[src/rtl/frame_sched_pkg.sv]
// Shared definitions for the frame scheduler: FSM encoding, default geometry
// and counter widths.
package frame_sched_pkg;

    localparam int DEF_COLS    = 1040;
    localparam int DEF_ROWS    = 4;
    localparam int DEF_OH_COLS = 16;
    localparam int DEF_DATA_W  = 8;

    localparam int ROW_W   = 2;
    localparam int COL_W   = 11;
    localparam int FRM_W   = 16;
    localparam int STUFF_W = 16;

    typedef enum logic [1:0] {
        ST_IDLE = 2'd0,
        ST_RUN  = 2'd1,
        ST_STOP = 2'd2
    } sched_state_e;

endpackage

[src/rtl/frame_sched_if.sv]
// Stream bundle for the frame scheduler: overhead source, payload source and
// framed output, all valid-ready. The scheduler takes the slave side.
interface frame_sched_if
    import frame_sched_pkg::*;
#(
    parameter int DATA_W = DEF_DATA_W
);
    logic [DATA_W-1:0] i_oh_data;
    logic              i_oh_valid;
    logic              o_oh_ready;
    logic [DATA_W-1:0] i_pl_data;
    logic              i_pl_valid;
    logic              o_pl_ready;
    logic [DATA_W-1:0] o_data;
    logic              o_valid;
    logic              i_ready;

    modport master (
        output i_oh_data, i_oh_valid, i_pl_data, i_pl_valid, i_ready,
        input  o_oh_ready, o_pl_ready, o_data, o_valid
    );

    modport slave (
        input  i_oh_data, i_oh_valid, i_pl_data, i_pl_valid, i_ready,
        output o_oh_ready, o_pl_ready, o_data, o_valid
    );
endinterface

[src/rtl/frm_pos_cnt.sv]
// Row/column position counter for one frame: advances on adv, wraps at the
// end of each row and frame, and flags the last beat of the frame.
module frm_pos_cnt
    import frame_sched_pkg::*;
#(
    parameter int COLS = DEF_COLS,
    parameter int ROWS = DEF_ROWS
) (
    input  logic             clk,
    input  logic             srst,
    input  logic             clr,
    input  logic             adv,
    output logic [ROW_W-1:0] row,
    output logic [COL_W-1:0] col,
    output logic             last_beat,
    output logic             wrap
);
    localparam logic [COL_W-1:0] COL_MAX = COL_W'(COLS - 1);
    localparam logic [ROW_W-1:0] ROW_MAX = ROW_W'(ROWS - 1);

    logic [ROW_W-1:0] row_q, row_d;
    logic [COL_W-1:0] col_q, col_d;
    logic             col_last;

    assign col_last  = (col_q == COL_MAX);
    assign last_beat = col_last & (row_q == ROW_MAX);
    assign wrap      = adv & last_beat;
    assign row       = row_q;
    assign col       = col_q;

    always_comb begin
        row_d = row_q;
        col_d = col_q;
        if (clr) begin
            row_d = '0;
            col_d = '0;
        end else if (adv) begin
            if (col_last) begin
                col_d = '0;
                row_d = (row_q == ROW_MAX) ? '0 : row_q + 1'b1;
            end else begin
                col_d = col_q + 1'b1;
            end
        end
    end

    always_ff @(posedge clk) begin
        if (srst) begin
            row_q <= '0;
            col_q <= '0;
        end else begin
            row_q <= row_d;
            col_q <= col_d;
        end
    end

endmodule

[src/rtl/frame_sched.sv]
// Frame scheduler: muxes overhead and payload streams into fixed-geometry
// frames with zero latency. FRAME_SCHED_STUFF_EN fills starved payload with 0x00.
module frame_sched
    import frame_sched_pkg::*;
#(
    parameter int COLS    = DEF_COLS,
    parameter int ROWS    = DEF_ROWS,
    parameter int OH_COLS = DEF_OH_COLS,
    parameter int DATA_W  = DEF_DATA_W
) (
    input  logic               i_clk,
    input  logic               i_rst,
    input  logic               i_en,
    frame_sched_if.slave       bus,
    output logic [ROW_W-1:0]   o_row_cnt,
    output logic [COL_W-1:0]   o_col_cnt,
    output logic               o_sof,
    output logic [FRM_W-1:0]   o_frame_cnt,
    output logic               o_busy
`ifdef FRAME_SCHED_STUFF_EN
    ,
    output logic [STUFF_W-1:0] o_stuff_cnt
`endif
);
    localparam logic [COL_W-1:0] OH_END = COL_W'(OH_COLS);

    sched_state_e      state_q, state_d;
    logic              busy, sel_oh, out_valid, oh_ready, pl_ready, xfer;
    logic              last_beat, frame_wrap;
    logic [DATA_W-1:0] out_data;
    logic [ROW_W-1:0]  row;
    logic [COL_W-1:0]  col;
    logic [FRM_W-1:0]  frame_cnt_q, frame_cnt_d;
`ifdef FRAME_SCHED_STUFF_EN
    logic               stuffing;
    logic [STUFF_W-1:0] stuff_cnt_q, stuff_cnt_d;
`endif

    // Position is held at zero while idle so every run starts a fresh frame.
    frm_pos_cnt #(
        .COLS (COLS),
        .ROWS (ROWS)
    ) u_pos (
        .clk       (i_clk),
        .srst      (i_rst),
        .clr       (~busy),
        .adv       (xfer),
        .row       (row),
        .col       (col),
        .last_beat (last_beat),
        .wrap      (frame_wrap)
    );

    always_comb begin
        busy      = (state_q != ST_IDLE);
        sel_oh    = (col < OH_END);
        out_valid = 1'b0;
        out_data  = '0;
        oh_ready  = 1'b0;
        pl_ready  = 1'b0;
`ifdef FRAME_SCHED_STUFF_EN
        stuffing  = 1'b0;
`endif
        if (busy) begin
            if (sel_oh) begin
                out_valid = bus.i_oh_valid;
                out_data  = bus.i_oh_data;
                oh_ready  = bus.i_ready;
            end else begin
`ifdef FRAME_SCHED_STUFF_EN
                if (bus.i_pl_valid) begin
                    out_valid = 1'b1;
                    out_data  = bus.i_pl_data;
                    pl_ready  = bus.i_ready;
                end else begin
                    out_valid = 1'b1;
                    stuffing  = 1'b1;
                end
`else
                out_valid = bus.i_pl_valid;
                out_data  = bus.i_pl_data;
                pl_ready  = bus.i_ready;
`endif
            end
        end
        xfer = out_valid & bus.i_ready;
    end

    // Dropping i_en only parks the FSM in STOP; the frame still runs to its end.
    always_comb begin
        state_d = state_q;
        case (state_q)
            ST_IDLE: if (i_en) state_d = ST_RUN;
            ST_RUN: begin
                if (!i_en) state_d = (xfer && last_beat) ? ST_IDLE : ST_STOP;
            end
            ST_STOP: begin
                if (i_en)                   state_d = ST_RUN;
                else if (xfer && last_beat) state_d = ST_IDLE;
            end
            default: state_d = ST_IDLE;
        endcase
    end

    always_comb begin
        frame_cnt_d = frame_cnt_q + (frame_wrap ? FRM_W'(1) : FRM_W'(0));
`ifdef FRAME_SCHED_STUFF_EN
        stuff_cnt_d = stuff_cnt_q + ((xfer && stuffing) ? STUFF_W'(1) : STUFF_W'(0));
`endif
    end

    always_ff @(posedge i_clk) begin
        if (i_rst) begin
            state_q     <= ST_IDLE;
            frame_cnt_q <= '0;
`ifdef FRAME_SCHED_STUFF_EN
            stuff_cnt_q <= '0;
`endif
        end else begin
            state_q     <= state_d;
            frame_cnt_q <= frame_cnt_d;
`ifdef FRAME_SCHED_STUFF_EN
            stuff_cnt_q <= stuff_cnt_d;
`endif
        end
    end

    assign bus.o_valid    = out_valid;
    assign bus.o_data     = out_data;
    assign bus.o_oh_ready = oh_ready;
    assign bus.o_pl_ready = pl_ready;
    assign o_row_cnt      = row;
    assign o_col_cnt      = col;
    assign o_sof          = out_valid & (row == '0) & (col == '0);
    assign o_frame_cnt    = frame_cnt_q;
    assign o_busy         = busy;
`ifdef FRAME_SCHED_STUFF_EN
    assign o_stuff_cnt    = stuff_cnt_q;
`endif

endmodule

[src/flat_wrapper.sv]
// flat-port wrapper written by rule: the top's interface ports become plain ports
module frame_sched_flat import frame_sched_pkg::*;
#(
    parameter int COLS    = DEF_COLS,
    parameter int ROWS    = DEF_ROWS,
    parameter int OH_COLS = DEF_OH_COLS,
    parameter int DATA_W  = DEF_DATA_W
)
  (i_clk, i_rst, i_en, o_row_cnt, o_col_cnt, o_sof, o_frame_cnt, o_busy, bus_i_oh_data, bus_i_oh_valid, bus_i_pl_data, bus_i_pl_valid, bus_i_ready, bus_o_oh_ready, bus_o_pl_ready, bus_o_data, bus_o_valid);
  frame_sched_if #(.DATA_W(DATA_W)) bus_i ();
  input  logic i_clk;
  input  logic i_rst;
  input  logic i_en;
  output logic [ROW_W-1:0] o_row_cnt;
  output logic [COL_W-1:0] o_col_cnt;
  output logic o_sof;
  output logic [FRM_W-1:0] o_frame_cnt;
  output logic o_busy;
  input wire logic [$bits(bus_i.i_oh_data)-1:0] bus_i_oh_data;
  input wire logic [$bits(bus_i.i_oh_valid)-1:0] bus_i_oh_valid;
  input wire logic [$bits(bus_i.i_pl_data)-1:0] bus_i_pl_data;
  input wire logic [$bits(bus_i.i_pl_valid)-1:0] bus_i_pl_valid;
  input wire logic [$bits(bus_i.i_ready)-1:0] bus_i_ready;
  output wire logic [$bits(bus_i.o_oh_ready)-1:0] bus_o_oh_ready;
  output wire logic [$bits(bus_i.o_pl_ready)-1:0] bus_o_pl_ready;
  output wire logic [$bits(bus_i.o_data)-1:0] bus_o_data;
  output wire logic [$bits(bus_i.o_valid)-1:0] bus_o_valid;
  assign bus_i.i_oh_data = bus_i_oh_data;
  assign bus_i.i_oh_valid = bus_i_oh_valid;
  assign bus_i.i_pl_data = bus_i_pl_data;
  assign bus_i.i_pl_valid = bus_i_pl_valid;
  assign bus_i.i_ready = bus_i_ready;
  assign bus_o_oh_ready = bus_i.o_oh_ready;
  assign bus_o_pl_ready = bus_i.o_pl_ready;
  assign bus_o_data = bus_i.o_data;
  assign bus_o_valid = bus_i.o_valid;
  frame_sched #(.COLS(COLS), .ROWS(ROWS), .OH_COLS(OH_COLS), .DATA_W(DATA_W)) u_core (.i_clk(i_clk), .i_rst(i_rst), .i_en(i_en), .bus(bus_i), .o_row_cnt(o_row_cnt), .o_col_cnt(o_col_cnt), .o_sof(o_sof), .o_frame_cnt(o_frame_cnt), .o_busy(o_busy));
endmodule
[config.mk]
export PLATFORM = sky130hd
export DESIGN_NAME = frame_sched_flat
export DESIGN_NICKNAME = d
export VERILOG_FILES = /design/src/rtl/frame_sched_pkg.sv /design/src/rtl/frame_sched_if.sv /design/src/rtl/frm_pos_cnt.sv /design/src/rtl/frame_sched.sv /design/src/flat_wrapper.sv
export SDC_FILE = /design/constraint.sdc
export NUM_CORES = 1
export LEC_CHECK = 0
export CORE_MARGIN = 2
export CORE_UTILIZATION = 44
export DETAILED_ROUTE_END_ITERATION = 7
export GPL_TIMING_DRIVEN = 0
export PLACE_DENSITY_LB_ADDON = 0.15
export SKIP_CTS_REPAIR_TIMING = 1
export SYNTH_ARGS = -nofsm -noshare
export SYNTH_HDL_FRONTEND = slang
export SYNTH_HIERARCHICAL = 1
export SYNTH_SLANG_ARGS = --single-unit
export TNS_END_PERCENT = 10
[constraint.sdc]
create_clock -name i_clk -period 3.7 [get_ports i_clk]
set_input_delay 0.555 -clock i_clk [delete_from_list [all_inputs] [get_ports i_clk]]
set_output_delay 0.555 -clock i_clk [all_outputs]
set_load 0.01 [all_outputs]
Word-level counts from Yosys, hierarchy flattened
Cells that the tools add are included.

Register bits: 31. Logic and storage cells: 46. Bits of input ports: 22.

Reductions and logical operators: 8. Add/sub/neg operators: 3. Equal/unequal tests: 7. Magnitude comparators: 1. Mux-type cells: 17. Bitwise operators: 6.

Operators with widths (count): adder 16 bit (1); two-way mux 8 bit (2); two-way mux 2 bit (6); adder 11 x 1 -> 11 bit (second input constant) (1); == test 11 bit (second input constant) (1); logical NOT 11 bit (1); < comparator 11 x 5 -> 1 bit (second input constant) (1); two-way mux 11 bit (1); two-way mux 1 bit (7); one-hot mux 2 bit (3 select lines) (1); AND 1 bit (5); == test 2 bit (second input constant) (2); logical NOT 2 bit (2); inequality test 2 bit (second input constant) (2); inequality test 3 x 2 -> 1 bit (second input constant) (1); AND reduction 3 bit (1); adder 2 x 1 -> 2 bit (second input constant) (1); == test 2 x 1 -> 1 bit (second input constant) (1); AND reduction 2 bit (1); nonzero test 2 bit (1); OR reduction 2 bit (1); logical AND 1 bit (1); inverter 1 bit (1).

Logic depth before layout (Yosys ltp)
Depth in word-level cells: 8. Depth in mapped cells: 12.

Cells and area by module
The synthesis kept the hierarchy.

By module, submodules not included: frame_sched (instances 1, sequential area each 360.3 um^2, cells an instance 138, area an instance 1068.5 um^2); frm_pos_cnt (instances 1, sequential area each 260.2 um^2, cells an instance 73, area an instance 629.4 um^2).

Worst setup path before layout
OpenSTA, ideal clock, no wires.

Path kind: register -> register. Start: register u_core.u_pos.col_q[5], in the netlist u_core/u_pos/col[5]. End: register u_core.frame_cnt_q[14], in the netlist u_core/o_frame_cnt[14]. Arrival time: 2.902 ns. Path slack: 0.674 ns. Buffers on the path: 2. Setup time: 0.123 ns. Cell stages (with the launch flop): 13. Clock period less this slack: 3.026 ns. Required time: 3.577 ns. Path through: dfxtp_1 > nor4_1 > buf_2 > nand3_1 > a21oi_1 > buf_4 > nand4_2 > nor2_1 > ha_1 > ha_1 > nand4_4 > nor4_1 > mux2_1.

Word-level cells in the longest chain between the ends: 7. Elaborated cells on any way between the ends: 9. Those cells by class: add/sub: 1; order compare: 1; eq/ne: 1; mux: 3; bitwise: 3.

RTL lines: from (decl) (line frm_pos_cnt.sv:22) `logic [COL_W-1:0] col_q, col_d;`; from (signal assigned) (line frm_pos_cnt.sv:53) `col_q <= col_d;`; < comparator 11 x 5 -> 1 bit (line frame_sched.sv:56) `sel_oh = (col < OH_END);`; two-way mux 1 bit (line frame_sched.sv:65) `if (sel_oh) begin`; two-way mux 1 bit (line frame_sched.sv:64) `if (busy) begin`; AND 1 bit (line frame_sched.sv:86) `xfer = out_valid & bus.i_ready;`; net u_core.xfer (line frame_sched.sv:28) `logic busy, sel_oh, out_valid, oh_ready, pl_ready, xfer;`; AND 1 bit (line frm_pos_cnt.sv:27) `assign wrap = adv & last_beat;`; net u_core.frame_wrap (line frame_sched.sv:29) `logic last_beat, frame_wrap;`; two-way mux 1 bit (line frame_sched.sv:106) `frame_cnt_d = frame_cnt_q + (frame_wrap ? FRM_W'(1) : FRM_W'(0));`; adder 16 bit (line frame_sched.sv:106); to (signal assigned) (line frame_sched.sv:121) `frame_cnt_q <= frame_cnt_d;`; to (decl) (line frame_sched.sv:33) `logic [FRM_W-1:0] frame_cnt_q, frame_cnt_d;`.

The timed path passes the listed nets, and every way through them passes these cells. A chain may end at the register's enable or synchronous reset.

Worst setup path after layout
Same ends and word-level chain as after synthesis.

==> flow_summary.yaml <==
synth:
  synth.distinct_cells: 35
  ys.flop_type: "dfxtp_1"
  synth_cells: 211
  seq_area_frac_synth: 0.366
  synth_edf_count: 0
  netlist_area_um2: 1700
  ys_warn_count: 6
  syn-mean-instance-area_um2: 8.05
  async_reset_ff_frac: 0
  synth_top_area_cell: "dfxtp_1"
  yosysTopAreaCellShare: 0.366
  synth_nets: 237
  ys_ff_latch: 31
  synth_area_leaders: "dfxtp_1 37%, nand3_1 5.9%, nor2_1 5.7%"
setup_path:
  r2r_end: "u_core/o_frame_cnt[14]"
  endpoint: "u_core/o_frame_cnt[14]"
  critPathKind: "flop to flop"
  max_stage_delay_ns: 0.47
  critPathArrivalTime_ns: 3.64
  worst-path-max-fanout: 10
  crit_path_start: "u_core/u_pos/col[5]"
  end_kind: "flop"
  regToRegSetupSlack_ns: 0.23
  crit_chain: "nor4_1, buf_2, nand3_1, a21oi_1, buf_4, nand4_2, nor2_1, ha_1, ha_1, nand4_4, nor4_1, mux2_1"
  ff2ff_path_depth: 12
  crit_slowest_cell: "nor4_1"
  required_ns: 3.87
  rr_startpoint: "u_core/u_pos/col[5]"
  crit_cells: 12
  cp_top_family: "simple AND/OR/NAND/NOR gates"
  start_kind: "flop"
  cp.buffers_inverters: 2
min_path:
  hold_depth: 1
  min_path_type: "flop to flop"
grt:
  overflow: 0
  grt_max_degree: 11
  antenna_found_initial: 0
  grt_pass1_vias: 1597
  grt_use_total: 0.217
  grt_pass1_wl_mm: 7.36
placed_design:
  port_buffers: 63
  dpl.hpwl_mm: 3.25
  gp_congestion: 0.794
pwr:
  switching_share: 0.221
  power_frac_seq: 0.481
  p_clk_frac: 0.420
  netSwitchingPower_uw: 155
  cell_internal_pwr_uw: 545
  comb_power_share: 0.099
  peakVddDrop_mv: 0.210
  power_per_cell_area_nw_per_um2: 281
  p_leak_nw: 0.872
timing:
  setup_viol: 0
  rsz0062_at_grt: "false"
  setup_tns_ns: 0
  layout_min_cycle_time_ns: 3.47
  hold_violations: 0
  maxSlewViolCount: 0
  clock-skew-final_ns: 0.00227
  clock.fmax_mhz: 288
  period_share: 0.937
  worst_pin_slew_ns: 0.536
  slew_headroom: 0.639
route:
  routedWlPerCell_um: 13.5
  drc: 0
  vias: 1769
  drtAntennaViolNets: 0
  vias_per_cell: 5.36
  wirelength_mm: 4.46
  drtIter0Drc: 115
  firstDrtPassIters: 4
cells_and_area:
  nNetsFinal: 307
  n_fill_cell: 343
  drive_gt1_frac: 0.0780
  fin_util: 0.675
  syn_to_final_growth_pct: 46.6
  insertedDiodeCount: 0
run:
  cap_violations: 0
die:
  initial_core_util: 0.460
  die_w_um: 66.1
  rows: 22
  coreArea_um2: 3690
  ios: 64
  die_h_um: 66.1
  dieArea_um2: 4370
clock_tree:
  cts_buffers: 5
  cts_buffer_depth: 2
  clk_latency_ns: 0.28
  cts_root_buffer: "clkbuf_8"
  cts_tree: "yes"
  htreeDepth: 2
  clkSinkCount: 31
  clkTransAtPathRegs_ns: 0.06
status:
  outcome: "finished clean"
-- kinds of logic (layout without fill, tap and decap cells) --
kind of cell             Yosys count  after routing  share of synthesized area
XOR/XNOR                          14             14                     0.0722
AO/OA/AOI/OAI                     37             37                      0.116
adder cells (fa/ha/maj)            4              4                     0.0295
buffers and inverters             17             88                     0.0435
flip-flops                        31             31                      0.366
AND/OR/NAND/NOR                  102            102                      0.334
multiplexers                       6              6                     0.0391
-- state kept, by name (all words and copies together), names as in the netlist --
signal	cells
u_core/o_frame_cnt	16
u_core/state_q	2
u_core/u_pos/col	11
u_core/u_pos/row	2
-- per-layer routing --
layer | vias to the layer above | global-route usage | share of wire | wire length (µm)
li1 | 898 | - | - | -
met1 | 810 | 0.270 | 0.43 | 1920
met2 | 53 | 0.349 | 0.49 | 2190
met3 | 8 | 0.0596 | 0.062 | 278
met4 | 0 | 0.0969 | 0.015 | 69
met5 | - | 0 | 0 | 0
-- through the flow --
step,hold WS [ns],setup WS (ns),total power [mW],instance area (µm²),instances
6_report,0.500,0.231,0.699,2490,330
5_1_grt,0.519,0.0120,0.730,2490,330
4_1_cts,0.504,0.248,0.706,2490,330
3_5_place_dp,0.492,0.331,0.413,2390,322
3_3_place_gp,0.485,0.343,0.412,2390,322
2_1_floorplan,0.464,0.674,0.368,1700,211
-- synthesized netlist by cell type (3+ instances only) --
master,n
dfxtp_1,31
nor2_1,26
nand3_1,20
a21oi_1,17
nand2_1,12
o21ai_0,12
xnor2_1,10
inv_1,8
nor2b_1,7
nor3_1,7
nor4_1,7
nand4_1,5
ha_1,4
or3_1,4
or4_1,4
xor2_1,4
mux2_2,3
o21ai_1,3
o31ai_1,3
-- worst register-to-register path: cells and delay by family, from the launching register on --
family | cells | cell delay (ns)
multiplexers | 1 | 0.35
flip-flops | 1 | 0.40
AND/OR/NAND/NOR | 6 | 1.46
AO/OA/AOI/OAI | 1 | 0.15
buffers and inverters | 2 | 0.50
adder cells (fa/ha/maj) | 2 | 0.50
-- area by class of cell --
class / count / area [µm²] / share of cell area
clock buffer: 8 / 100 / 0.0402
buffer: 8 / 40.0 / 0.0161
timing repair buffer: 63 / 631 / 0.253
multi-input combinational: 163 / 1000 / 0.403
tap: 48 / 60.1 / 0.0241
inverter: 9 / 33.8 / 0.0136
sequential: 31 / 621 / 0.249
-- power by group through the flow --
| stage | Combinational [mW] | Sequential [mW] | Clock (mW) |
|---|---|---|---|
| final | 0.0693 | 0.336 | 0.294 |
| after global routing | 0.0747 | 0.336 | 0.319 |
| after CTS | 0.0696 | 0.336 | 0.300 |
| after detailed placement | 0.0690 | 0.344 | 0 |
| after global placement | 0.0687 | 0.344 | 0 |
| after floorplan | 0.0248 | 0.343 | 0 |
-- how the worst min path moves through the flow --
stage                      startpoint           endpoint
floorplan           u_core/state_q[1]  u_core/state_q[0]
global placement    u_core/state_q[1]  u_core/state_q[0]
detailed placement  u_core/state_q[1]  u_core/state_q[0]
CTS                 u_core/state_q[1]  u_core/state_q[0]
global route        u_core/state_q[1]  u_core/state_q[0]
finish              u_core/state_q[1]  u_core/state_q[0]
-- layout by cell type, fill, tap and decap left out, types with 2 or more instances in the layout --
cell type,synthesis,final
nor2b_1,7,7
ha_1,4,4
mux2_1,2,2
clkbuf_8,0,7
inv_1,8,8
buf_2,2,2
nand4_2,2,2
or3_1,4,4
nand3_1,20,20
xnor2_1,10,10
xor2_1,4,4
nor4_1,7,7
a211oi_1,2,2
o21ai_0,12,12
clkdlybuf4s50_1,0,63
nand2_1,12,12
buf_1,2,2
or4_1,4,4
mux2_2,3,3
nand4_1,5,5
buf_4,2,2
nor3_1,7,7
o21ai_1,3,3
dfxtp_1,31,31
clkbuf_1,2,3
o31ai_1,3,3
nor2_1,26,26
a21oi_1,17,17
nor4b_2,2,2
No activity file was read; power rests on OpenSTA's default activity.
